[src/rtl/vector_floating_point_multiply_add_sequencer.sv]
// Read/execute/write sequencer around the combinational vector FP multiply-add unit.
// Optional per-element mask port enabled by VFMA_SEQUENCER_MASK_EN.
module vector_floating_point_multiply_add_sequencer #(
  parameter int ADDR_WIDTH = 5,
  parameter int MAX_LENGTH = 32,
  parameter int LEN_WIDTH  = $clog2(MAX_LENGTH + 1)
) (
  input  logic                  clk,
  input  logic                  reset,
  input  logic                  start,
  input  logic [LEN_WIDTH-1:0]  vector_length,
  input  logic                  widening,
  input  logic [ADDR_WIDTH-1:0] src2_base,
  input  logic [ADDR_WIDTH-1:0] src1_base,
  input  logic [ADDR_WIDTH-1:0] dst_base,
`ifdef VFMA_SEQUENCER_MASK_EN
  input  logic [MAX_LENGTH-1:0] mask,
`endif
  output logic                  busy,
  output logic                  done,
  output logic                  rd_en,
  output logic [ADDR_WIDTH-1:0] rd_addr_vs2,
  output logic [ADDR_WIDTH-1:0] rd_addr_vs1,
  output logic [ADDR_WIDTH-1:0] rd_addr_vd,
  input  logic [63:0]           rd_data_vs2,
  input  logic [63:0]           rd_data_vs1,
  input  logic [63:0]           rd_data_vd,
  output logic [63:0]           fma_vs2,
  output logic [63:0]           fma_vs1,
  output logic [63:0]           fma_vdd,
  input  logic [63:0]           fma_vd,
  input  logic [63:0]           fma_vd_high,
  output logic                  wr_valid,
  input  logic                  wr_ready,
  output logic [ADDR_WIDTH-1:0] wr_addr,
  output logic [63:0]           wr_data
);

  typedef enum logic [2:0] {
    S_IDLE, S_READ, S_CAPTURE, S_EXECUTE,
    S_WRITE_LOW, S_WRITE_HIGH, S_DONE
  } state_t;

  state_t                state_q, state_d;
  logic [LEN_WIDTH-1:0]  index_q, index_d;
  logic [LEN_WIDTH-1:0]  len_q;
  logic                  wide_q;
  logic [ADDR_WIDTH-1:0] src2_q, src1_q, dst_q;
  logic [63:0]           result_low, result_high;
  logic                  advance;
  logic                  last;
  logic                  elem_active;
  logic                  accept;
  logic [ADDR_WIDTH-1:0] idx_a, dst_lo, dst_hi;

  assign accept = start && (state_q == S_IDLE);
  assign last   = (index_q == len_q - LEN_WIDTH'(1));
  assign idx_a  = ADDR_WIDTH'(index_q);
  assign dst_lo = dst_q + (wide_q ? (idx_a << 1) : idx_a);
  assign dst_hi = dst_q + (idx_a << 1) + ADDR_WIDTH'(1);

`ifdef VFMA_SEQUENCER_MASK_EN
  logic [MAX_LENGTH-1:0] mask_q;
  logic [MAX_LENGTH-1:0] mask_sh;
  assign mask_sh     = mask_q >> index_q;
  assign elem_active = mask_sh[0];
`else
  assign elem_active = 1'b1;
`endif

  always_ff @(posedge clk or posedge reset) begin
    if (reset) begin
      state_q     <= S_IDLE;
      index_q     <= '0;
      len_q       <= '0;
      wide_q      <= 1'b0;
      src2_q      <= '0;
      src1_q      <= '0;
      dst_q       <= '0;
      fma_vs2     <= '0;
      fma_vs1     <= '0;
      fma_vdd     <= '0;
      result_low  <= '0;
      result_high <= '0;
`ifdef VFMA_SEQUENCER_MASK_EN
      mask_q      <= '0;
`endif
    end else begin
      state_q <= state_d;
      index_q <= index_d;
      if (accept) begin
        // Oversized requests are clamped to the register-file capacity
        len_q  <= (vector_length > LEN_WIDTH'(MAX_LENGTH)) ?
                  LEN_WIDTH'(MAX_LENGTH) : vector_length;
        wide_q <= widening;
        src2_q <= src2_base;
        src1_q <= src1_base;
        dst_q  <= dst_base;
`ifdef VFMA_SEQUENCER_MASK_EN
        mask_q <= mask;
`endif
      end
      if (state_q == S_CAPTURE) begin
        fma_vs2 <= rd_data_vs2;
        fma_vs1 <= rd_data_vs1;
        fma_vdd <= rd_data_vd;
      end
      if (state_q == S_EXECUTE) begin
        result_low  <= fma_vd;
        result_high <= fma_vd_high;
      end
    end
  end

  always_comb begin
    state_d     = state_q;
    index_d     = index_q;
    advance     = 1'b0;
    busy        = (state_q != S_IDLE);
    done        = 1'b0;
    rd_en       = 1'b0;
    rd_addr_vs2 = '0;
    rd_addr_vs1 = '0;
    rd_addr_vd  = '0;
    wr_valid    = 1'b0;
    wr_addr     = '0;
    wr_data     = '0;
    unique case (state_q)
      S_IDLE: begin
        if (start) begin
          index_d = '0;
          state_d = (vector_length == '0) ? S_DONE : S_READ;
        end
      end
      S_READ: begin
        if (elem_active) begin
          rd_en       = 1'b1;
          rd_addr_vs2 = src2_q + idx_a;
          rd_addr_vs1 = src1_q + idx_a;
          rd_addr_vd  = dst_lo;
          state_d     = S_CAPTURE;
        end else begin
          advance = 1'b1;
        end
      end
      S_CAPTURE: state_d = S_EXECUTE;
      S_EXECUTE: state_d = S_WRITE_LOW;
      S_WRITE_LOW: begin
        wr_valid = 1'b1;
        wr_addr  = dst_lo;
        wr_data  = result_low;
        if (wr_ready) begin
          if (wide_q) state_d = S_WRITE_HIGH;
          else        advance = 1'b1;
        end
      end
      S_WRITE_HIGH: begin
        wr_valid = 1'b1;
        wr_addr  = dst_hi;
        wr_data  = result_high;
        if (wr_ready) advance = 1'b1;
      end
      S_DONE: begin
        done    = 1'b1;
        state_d = S_IDLE;
      end
      default: state_d = S_IDLE;
    endcase
    if (advance) begin
      if (last) begin
        state_d = S_DONE;
      end else begin
        index_d = index_q + LEN_WIDTH'(1);
        state_d = S_READ;
      end
    end
  end

endmodule

[config.mk]
export PLATFORM = sky130hd
export DESIGN_NAME = vector_floating_point_multiply_add_sequencer
export DESIGN_NICKNAME = d
export VERILOG_FILES = /design/src/rtl/vector_floating_point_multiply_add_sequencer.sv
export SDC_FILE = /design/constraint.sdc
export NUM_CORES = 1
export LEC_CHECK = 0
export CELL_PAD_IN_SITES_DETAIL_PLACEMENT = 0
export CELL_PAD_IN_SITES_GLOBAL_PLACEMENT = 1
export CORE_AREA = 2 2 241 243
export CTS_CLUSTER_SIZE = 24
export DETAILED_ROUTE_END_ITERATION = 10
export DIE_AREA = 0 0 243 245
export PLACE_DENSITY_LB_ADDON = 0.1
export REMOVE_ABC_BUFFERS = 1
export SETUP_SLACK_MARGIN = 0.02
export SLEW_MARGIN = 10
export SYNTH_ARGS = -nofsm -noshare
export SYNTH_HDL_FRONTEND = slang
export SYNTH_SLANG_ARGS = --single-unit
[constraint.sdc]
create_clock -name clk -period 15 [get_ports clk]
set_input_delay 2.25 -clock clk [delete_from_list [all_inputs] [get_ports clk]]
set_output_delay 2.25 -clock clk [all_outputs]
set_load 0.05 [all_outputs]
After elaboration in Yosys (flattened, before gate mapping)
Cells that the tools add are included.
- flip-flop bits (word level): 351
- latch bits: 0
- memory bits (writable): 0
- bits in read-only memories: 0
- input port bits: 346
- output and inout port bits: 280
- logic and storage cells: 62
- memories kept: 0
- add/sub/neg operators: 7
- $mul: 0
- divide/modulo/power cells: 0
- $lt $le $gt $ge: 1
- equality and inequality tests: 11
- shifts and indexed selects: 0
- multiplexer cells: 25
- bitwise gates (word level): 0
- reductions and logical operators: 6
- operators with widths (operator ; count):
    64-bit case mux with 2 select lines ; 1
    6-bit 2-to-1 mux ; 5
    5-bit adder ; 4
    5-bit 2-to-1 mux ; 4
    3-bit 2-to-1 mux ; 6
    3-bit case mux with 6 select lines ; 1
    5-bit case mux with 2 select lines ; 1
    3-bit equality test, second input constant ; 3
    3-bit != test, second input constant ; 3
    6-bit by 1-bit adder with 6-bit output, second input constant ; 1
    3-bit by 2-bit equality test with 1-bit output, second input constant ; 2
    6-bit equality test ; 1
    6-bit > comparator, second input constant ; 1
    6-bit zero test ; 1
    1-bit 2-to-1 mux ; 6
    6-bit by 1-bit subtractor with 6-bit output, second input constant ; 1
    5-bit by 1-bit adder with 5-bit output, second input constant ; 1
    4-bit AND reduction ; 1
    3-bit by 1-bit equality test with 1-bit output, second input constant ; 1
    3-bit zero test ; 1
    3-bit nonzero test ; 1
    2-bit != test, second input constant ; 1
    1-bit case mux with 2 select lines ; 1
    2-bit OR reduction ; 1
    1-bit logical AND ; 1

Logic depth before layout (Yosys ltp)
Gate-level depths: netlist (run 1).
- word-level depth: 5
- depth in mapped cells: 10
- mapped depth without buffers: 10

Least setup slack after synthesis (run 1)
OpenSTA, ideal clock, no wires.
- path kind: register to output
- start point: reg state_q[2]
- end point: out wr_addr[0]
- data arrival time: 2.603 ns
- data required time: 12.750 ns
- path slack: 10.147 ns
- stages on the path, launching flop included: 7
- cells stage by stage: dfrtp_1 -> nor2b_1 -> nor2b_1 -> clkbuf_1 -> clkbuf_1 -> nand2_1 -> o21ai_0
- longest elaborated chain between the ends: 2
- elaborated cells between the ends (all ways): 3
- ends and longest elaborated chain (element ; line ; text):
    start, declared ; 44 ; state_t state_q, state_d;
    start signal, assigned ; 89 ; state_q <= state_d;
    3-bit equality test ; 128 ; unique case (state_q)
    5-bit case mux with 2 select lines (*) ; 128 ;
    end, declared ; 35 ; output logic [ADDR_WIDTH-1:0] wr_addr,
Mark *: on every way between the ends. The rest lies on a longest branch, timed or not.

Worst setup path in the final report (run 1)
- start point: reg index_q[0]
- end point: out wr_addr[4]
- longest elaborated chain between the ends: 3
- elaborated cells between the ends (all ways): 5
- ends and longest elaborated chain (element ; line ; text):
    start, declared ; 45 ; logic [LEN_WIDTH-1:0] index_q, index_d;
    start signal, assigned ; 90 ; index_q <= index_d;
    5-bit adder / 5-bit 2-to-1 mux (equally long branches) ; 60, 59 ;
    5-bit by 1-bit adder with 5-bit output / 5-bit adder (equally long branches) ; 60, 59 ;
    5-bit case mux with 2 select lines (*) ; 128 ;
Marked as above.

==> results of run 1 <==
## where the power goes
group	total [uW]	leakage (uW)	internal (uW)	switching, uW
Sequential	1760	0.00416	1430	328
Clock	1040	0.000701	612	425
Combinational	3580	0.00463	1400	2180
Total	6380	0.00950	3440	2930
## critical path: stages (launching register included)
cell,delay [ns]
sky130_fd_sc_hd__dfrtp_1,0.59
sky130_fd_sc_hd__inv_1,0.15
sky130_fd_sc_hd__nor2_1,0.13
sky130_fd_sc_hd__ha_1,0.18
sky130_fd_sc_hd__inv_1,0.06
sky130_fd_sc_hd__fa_1,0.40
sky130_fd_sc_hd__inv_1,0.07
sky130_fd_sc_hd__a21o_1,0.10
sky130_fd_sc_hd__a21oi_1,0.07
sky130_fd_sc_hd__xnor2_1,0.16
sky130_fd_sc_hd__o22ai_1,0.17
sky130_fd_sc_hd__clkdlybuf4s50_1,0.87
## cells by family after synthesis
| family | share of synthesized area |
|---|---|
| DFF | 0.599 |
| muxes | 0.266 |
| AOI/OAI and AO/OA | 0.0590 |
| buffers and inverters | 0.0192 |
| and+or+nand+nor | 0.0240 |
| xor gates and xnor gates | 0.0137 |
| adders and majority gates | 0.0200 |
## layout make-up
cell class              instances  share of cell area
diodes                          7            0.000755
clock buffers                  64              0.0554
clock inverters                13             0.00572
inverters                      14             0.00259
multi-input cells             570               0.243
flip-flops and latches        351               0.379
well taps                     765              0.0413
repair buffers                631               0.273
## through the flow
step	cells	power, uW
3_5_place_dp	2331	5390
4_1_cts	2408	6480
6_report	2415	6380
5_1_grt	2414	6690
2_1_floorplan	935	4190
3_3_place_gp	2331	5380
## worst min-delay path by stage
stage,from,endpoint,slack [ns]
after floorplan,index_q[5],index_q[5],0.47
after global placement,index_q[5],index_q[5],0.48
after detailed placement,result_high[59],result_high[59],0.49
after CTS,result_high[19],result_high[19],0.51
after global routing,result_high[58],result_high[58],0.51
final,result_low[59],result_low[59],0.50
## cells in the final DEF (no fill, tap or decap), drive strengths merged, types with 2 or more instances in the layout
| master | instances |
|---|---|
| buf | 6 |
| o21ai | 10 |
| a22o | 64 |
| nor2 | 16 |
| ha | 17 |
| mux2 | 339 |
| clkbuf | 64 |
| dfrtp | 351 |
| inv | 15 |
| o22ai | 4 |
| a2111oi | 2 |
| clkdlybuf4s50 | 625 |
| and2 | 6 |
| clkinv | 10 |
| xnor2 | 15 |
| nand4 | 3 |
| a21oi | 14 |
| xor2 | 8 |
| a21o | 9 |
| mux2i | 8 |
| fa | 4 |
| a31oi | 2 |
| nand2b | 9 |
| nor2b | 4 |
| or4 | 3 |
| and3 | 2 |
| diode | 7 |
| or3 | 3 |
| nand2 | 18 |
| nor3 | 3 |
## layer usage
layer / part of all wire / global-route usage / vias up
met3: 0.092 / 0.0759 / 88
met4: 0.027 / 0.0628 / 8
li1: - / - / 4820
met1: 0.36 / 0.193 / 5355
met5: 0.00097 / 0 / -
met2: 0.51 / 0.321 / 394
## flip-flops by register name, indices dropped and copies added (netlist names)
signal and flops:
fma_vdd 64, fma_vs1 64, fma_vs2 64, result_high 64, result_low 64, index_q 6
len_q 6, dst_q 5, src1_q 5, src2_q 5, state_q 3, wide_q 1
## synthesized netlist by cell type, drive strengths merged
library cell / count
dfrtp: 351
fa: 4
nand4: 3
xnor2: 15
nand2: 18
a2bb2oi: 1
a31oi: 2
or3: 3
nor3: 3
mux2i: 8
nor2: 16
mux2: 339
a2111oi: 2
and3: 2
inv: 14
o31a: 1
o22ai: 4
o21ai: 10
nor3b: 1
buf: 8
a21oi: 14
nand2b: 9
ha: 17
and2: 6
a22o: 64
o21bai: 1
nand3: 1
o31ai: 1
xor2: 8
nor2b: 4
or4: 3
a21o: 9
clkbuf: 53
a21boi: 1
==> results_dict.tcl, run 1 <==
set metrics [dict create \
    yosys_register_bits 351 \
    global_route.overflow_total 0 \
    cts.path.max_buffers 3 \
    pre_cts_ws_ns 9.69 \
    number_of_antenna_violations_at_the_first_check_in_global_routing 12 \
    yosysUniqueCellTypes 37 \
    fin_nets 1978 \
    timing.critical_path.required_ns 12.75 \
    achievable-frequency_mhz 174 \
    cts.repair_timing.setup_buffer_count 0 \
    multi_input_comb_area_um2 5630 \
    postLayoutCellArea_um2 23200 \
    floorplan.io_pins 626 \
    yosysWarnings 0 \
    min_path_cells 1 \
    timing.final.ws_setup_ns 9.24 \
    cellLeakagePower_uw 0.00950 \
    startpoint "index_q[0]" \
    cts-root-buf "sky130_fd_sc_hd__clkbuf_16" \
    report.final.slew_viol_count 0 \
    routed_wire_length_um 55400 \
    critical_path.endpoint_type "primary output" \
    insertion_delay_ns 0.58 \
    setup_viol 0 \
    grt_setup_unrepaired "no" \
    holdBufCountCts 0 \
    final_period_minus_worst_setup_slack_ns 5.76 \
    gp_congestion 0.806 \
    worstPathArrival_ns 3.51 \
    htreeDepth 2 \
    route.vias.total 10700 \
    post_dr_wirelength_cell_um 23.0 \
    port_buffers 625 \
    regArea_um2 8780 \
    cts.clk_slew.worst_paths_ns 0.06 \
    ff2ff_path_depth 4 \
    synth_top_area_share 0.599 \
    cp_max_fo 10 \
    post_drt_via_cell_ratio 4.42 \
    first_iter_violations 326 \
    tritoncts_clock_tree "done" \
    timing_worst_slew_pin_value_ns 1.38 \
    drive_gt1_frac 0.257 \
    firstDrtPassIters 4 \
    final_report_hold_violation_count 0 \
    cell_area_after_synthesis_um2 14700 \
    grt_max_degree 191 \
    post_dp_cell_area_um2 21800 \
    hold_path_class "flop to flop" \
    final_min_period_over_clock_period 0.384 \
    critPathCapture "wr_addr[4]" \
    post-route-drc-count 0 \
    via_count_of_the_first_global_routing_pass 11700 \
    worstSetupPathType "flop to primary output" \
    yosysSeqAreaShare 0.599 \
    groute.usage.overall 0.181 \
    placement_rows 88 \
    yosys.area.top_type "sky130_fd_sc_hd__dfrtp_1" \
    total_power_per_unit_cell_area_nw_per_um2 275 \
    hold-worst-slack_ns 0.503 \
    total_of_max_cap_violations 0 \
    synthTopCellsByArea "sky130_fd_sc_hd__dfrtp_1 60%, sky130_fd_sc_hd__mux2_2 26%, sky130_fd_sc_hd__a22o_1 3.8%" \
    cts_num_sinks 351 \
    vdd_drop_max_mv 0.161 \
    post_synth_inst_count 996 \
    floorplan.die.width_um 243 \
    area_of_the_die_um2 59500 \
    regToRegEndpoint "result_low[42]" \
    cts_repair_resize_count 0 \
    grt_pass1_wl_um 79300 \
    reg2reg_setup_slack_ns 12.12 \
    place_hpwl_um 42000 \
    number_of_buffers_created_by_cts 43 \
    initial_utilization 0.257 \
    area.growth.synth_to_final_pct 58.1 \
    critPathLaunchType "flop" \
    run_status "completed" \
    setup-tns-final_ns 0 \
    dieHeight_um 245 \
    filler_cell_count 5498 \
    detail-route-antenna-nets 0 \
    max_slew_margin 0.0786 \
    startpoint_of_the_most_critical_register_to_register_path "state_q[2]" \
    finalCoreUtilization 0.407 \
    fp.coreArea_um2 57000 \
    final.setup_skew_ns 0.0255 \
    post_synth.cell_area_avg_um2 14.7 \
]
Note: power is estimated with default switching activity, not from simulation.
==> run 2, diff against run 1 <==
- clock period: 15 -> 5.6 ns (I/O delays scaled with it)
==> run 2 against run 1 <==
Against the previous run:
- die area unchanged
- final area is 0.51% higher
- register-to-register slack lost 9.0 ns
- count of clock-buffer cells in the layout up 6
- first-iteration DRC count shrank 14%
==> results_dict.tcl, run 2 (same netlist as run 1, synthesis figures left out) <==
set metrics [dict create \
    total_power_per_unit_cell_area_nw_per_um2 738 \
    htreeDepth 2 \
    port_buffers 625 \
    timing.critical_path.required_ns 4.76 \
    ff2ff_path_depth 5 \
    report.final.slew_viol_count 0 \
    fin_nets 1984 \
    final.setup_skew_ns 0.0201 \
    route.vias.total 10600 \
    via_count_of_the_first_global_routing_pass 11600 \
    area_of_the_die_um2 59500 \
    p_int_uw 9330 \
    floorplan.io_pins 626 \
    cts.clk_slew.worst_paths_ns 0.06 \
    min_path_cells 1 \
    final_period_minus_worst_setup_slack_ns 4.65 \
    worst_hold_startpoint "fma_vs1[45]" \
    tritoncts_clock_tree "done" \
    cp_max_fo 36 \
    cts_num_sinks 351 \
    insertion_delay_ns 0.57 \
    post_drt_via_cell_ratio 4.38 \
    startpoint_of_the_most_critical_register_to_register_path "len_q[0]" \
    setup-tns-final_ns 0 \
    place_hpwl_um 42900 \
    gp_congestion 0.819 \
    grt_pass1_wl_um 80300 \
    cts_repair_resize_count 0 \
    max_slew_margin 0.308 \
    worst_path_max_delay_cell "sky130_fd_sc_hd__nor2b_4" \
    power.combinational.fraction 0.559 \
    reg2reg_setup_slack_ns 3.13 \
    dp_cells 2336 \
    first_iter_violations 280 \
    drive_gt1_frac 0.260 \
    cts-root-buf "sky130_fd_sc_hd__clkbuf_16" \
    critical-path-max-stage-delay_ns 0.89 \
    fp.coreArea_um2 57000 \
    p_switching_uw 7880 \
    run_status "completed" \
    final_report_hold_violation_count 0 \
    setup_viol 0 \
    cts.repair_timing.setup_buffer_count 0 \
    hold_path_class "flop to flop" \
    final_min_period_over_clock_period 0.830 \
    total_of_max_cap_violations 0 \
    cellLeakagePower_uw 0.00956 \
    placement_rows 88 \
    hold-path-endpoint "fma_vs1[45]" \
    vdd_drop_max_mv 0.385 \
    finalPower_uw 17200 \
    layout_commonest_cell "sky130_fd_sc_hd__clkdlybuf4s50_1" \
    cts.path.max_buffers 3 \
    crit_path_cell_trace "nor2b_1 -> nor2b_4 -> buf_4 -> a22o_1 -> clkdlybuf4s50_1" \
    grt_setup_unrepaired "no" \
    post_dr_wirelength_cell_um 22.9 \
    instances_no_fill 2425 \
    floorplan.die.width_um 243 \
    achievable-frequency_mhz 215 \
    finalCoreUtilization 0.409 \
    mostFrequentLayoutCells "625 x sky130_fd_sc_hd__clkdlybuf4s50_1, 351 x sky130_fd_sc_hd__dfrtp_1, 339 x sky130_fd_sc_hd__mux2_2" \
    number_of_buffers_created_by_cts 44 \
    post-route-drc-count 0 \
    initial_utilization 0.257 \
    dieHeight_um 245 \
    critPathLaunchType "flop" \
    groute.usage.overall 0.184 \
    clock_power_share 0.167 \
    timing_worst_slew_pin_value_ns 1.04 \
    hold-worst-slack_ns 0.503 \
    grt_max_degree 108 \
    worstSetupPathType "flop to primary output" \
    detail-route-antenna-nets 0 \
    sw_frac_of_total 0.458 \
    worstPathArrival_ns 3.81 \
    regToRegEndpoint "state_q[0]" \
    area.growth.synth_to_final_pct 58.9 \
    firstDrtPassIters 4 \
    routed_wire_length_um 55600 \
    global_route.overflow_total 0 \
    number_of_antenna_violations_at_the_first_check_in_global_routing 16 \
    holdBufCountCts 0 \
    critical_path.endpoint_type "primary output" \
    power.share.sequential 0.275 \
]
[run 2: final cells by class]
cell class / count / area (um^2)
fillers: 5546 / 33700
diodes: 10 / 25.0
clock inverters: 9 / 88.8
multi-input cells: 570 / 5630
well taps: 765 / 957
clock buffers: 70 / 1390
repair buffers: 636 / 6380
flip-flops and latches: 351 / 8780
inverters: 14 / 60.1
[run 2: metal layers]
layer	part of all wire	vias up	track usage
li1	-	4849	-
met1	0.37	5300	0.200
met2	0.51	375	0.321
met3	0.093	84	0.0776
met4	0.029	8	0.0659
met5	0.00072	-	0
[run 2: critical path: cells and delay by family, from the launching register on]
kind                   cells  cell delay (ns)
AO/OA/AOI/OAI              1             0.19
buffers and inverters      2             1.26
flip-flops                 1             0.58
AND/OR/NAND/NOR            2             1.19
[run 2: through the flow]
step	cell area [um^2]	worst slack, ns
final	23300	0.954
after global routing	23300	0.684
after CTS	23300	0.913
after detailed placement	21800	1.51
after global placement	21800	1.73
after floorplan	14400	-10.48
[run 2: how the worst max path moves through the flow]
stage               startpoint          end  slack, ns  depth (start not counted)
floorplan           state_q[0]   fma_vdd[0]     -10.48                          2
global placement    state_q[2]  wr_data[47]       1.73                          5
detailed placement  state_q[2]  wr_data[31]       1.51                          5
CTS                 state_q[2]  wr_data[31]       0.91                          5
global route        state_q[2]  wr_data[31]       0.68                          5
finish              state_q[2]  wr_data[31]       0.95                          5
[run 2: power groups by stage]
stage / sequential (uW) / clock, uW / combinational [uW]
after floorplan: 6980 / 0 / 4240
after global placement: 4760 / 0 / 9650
after detailed placement: 4750 / 0 / 9690
after CTS: 4740 / 2990 / 9720
after global routing: 4900 / 3090 / 10100
final: 4730 / 2870 / 9610
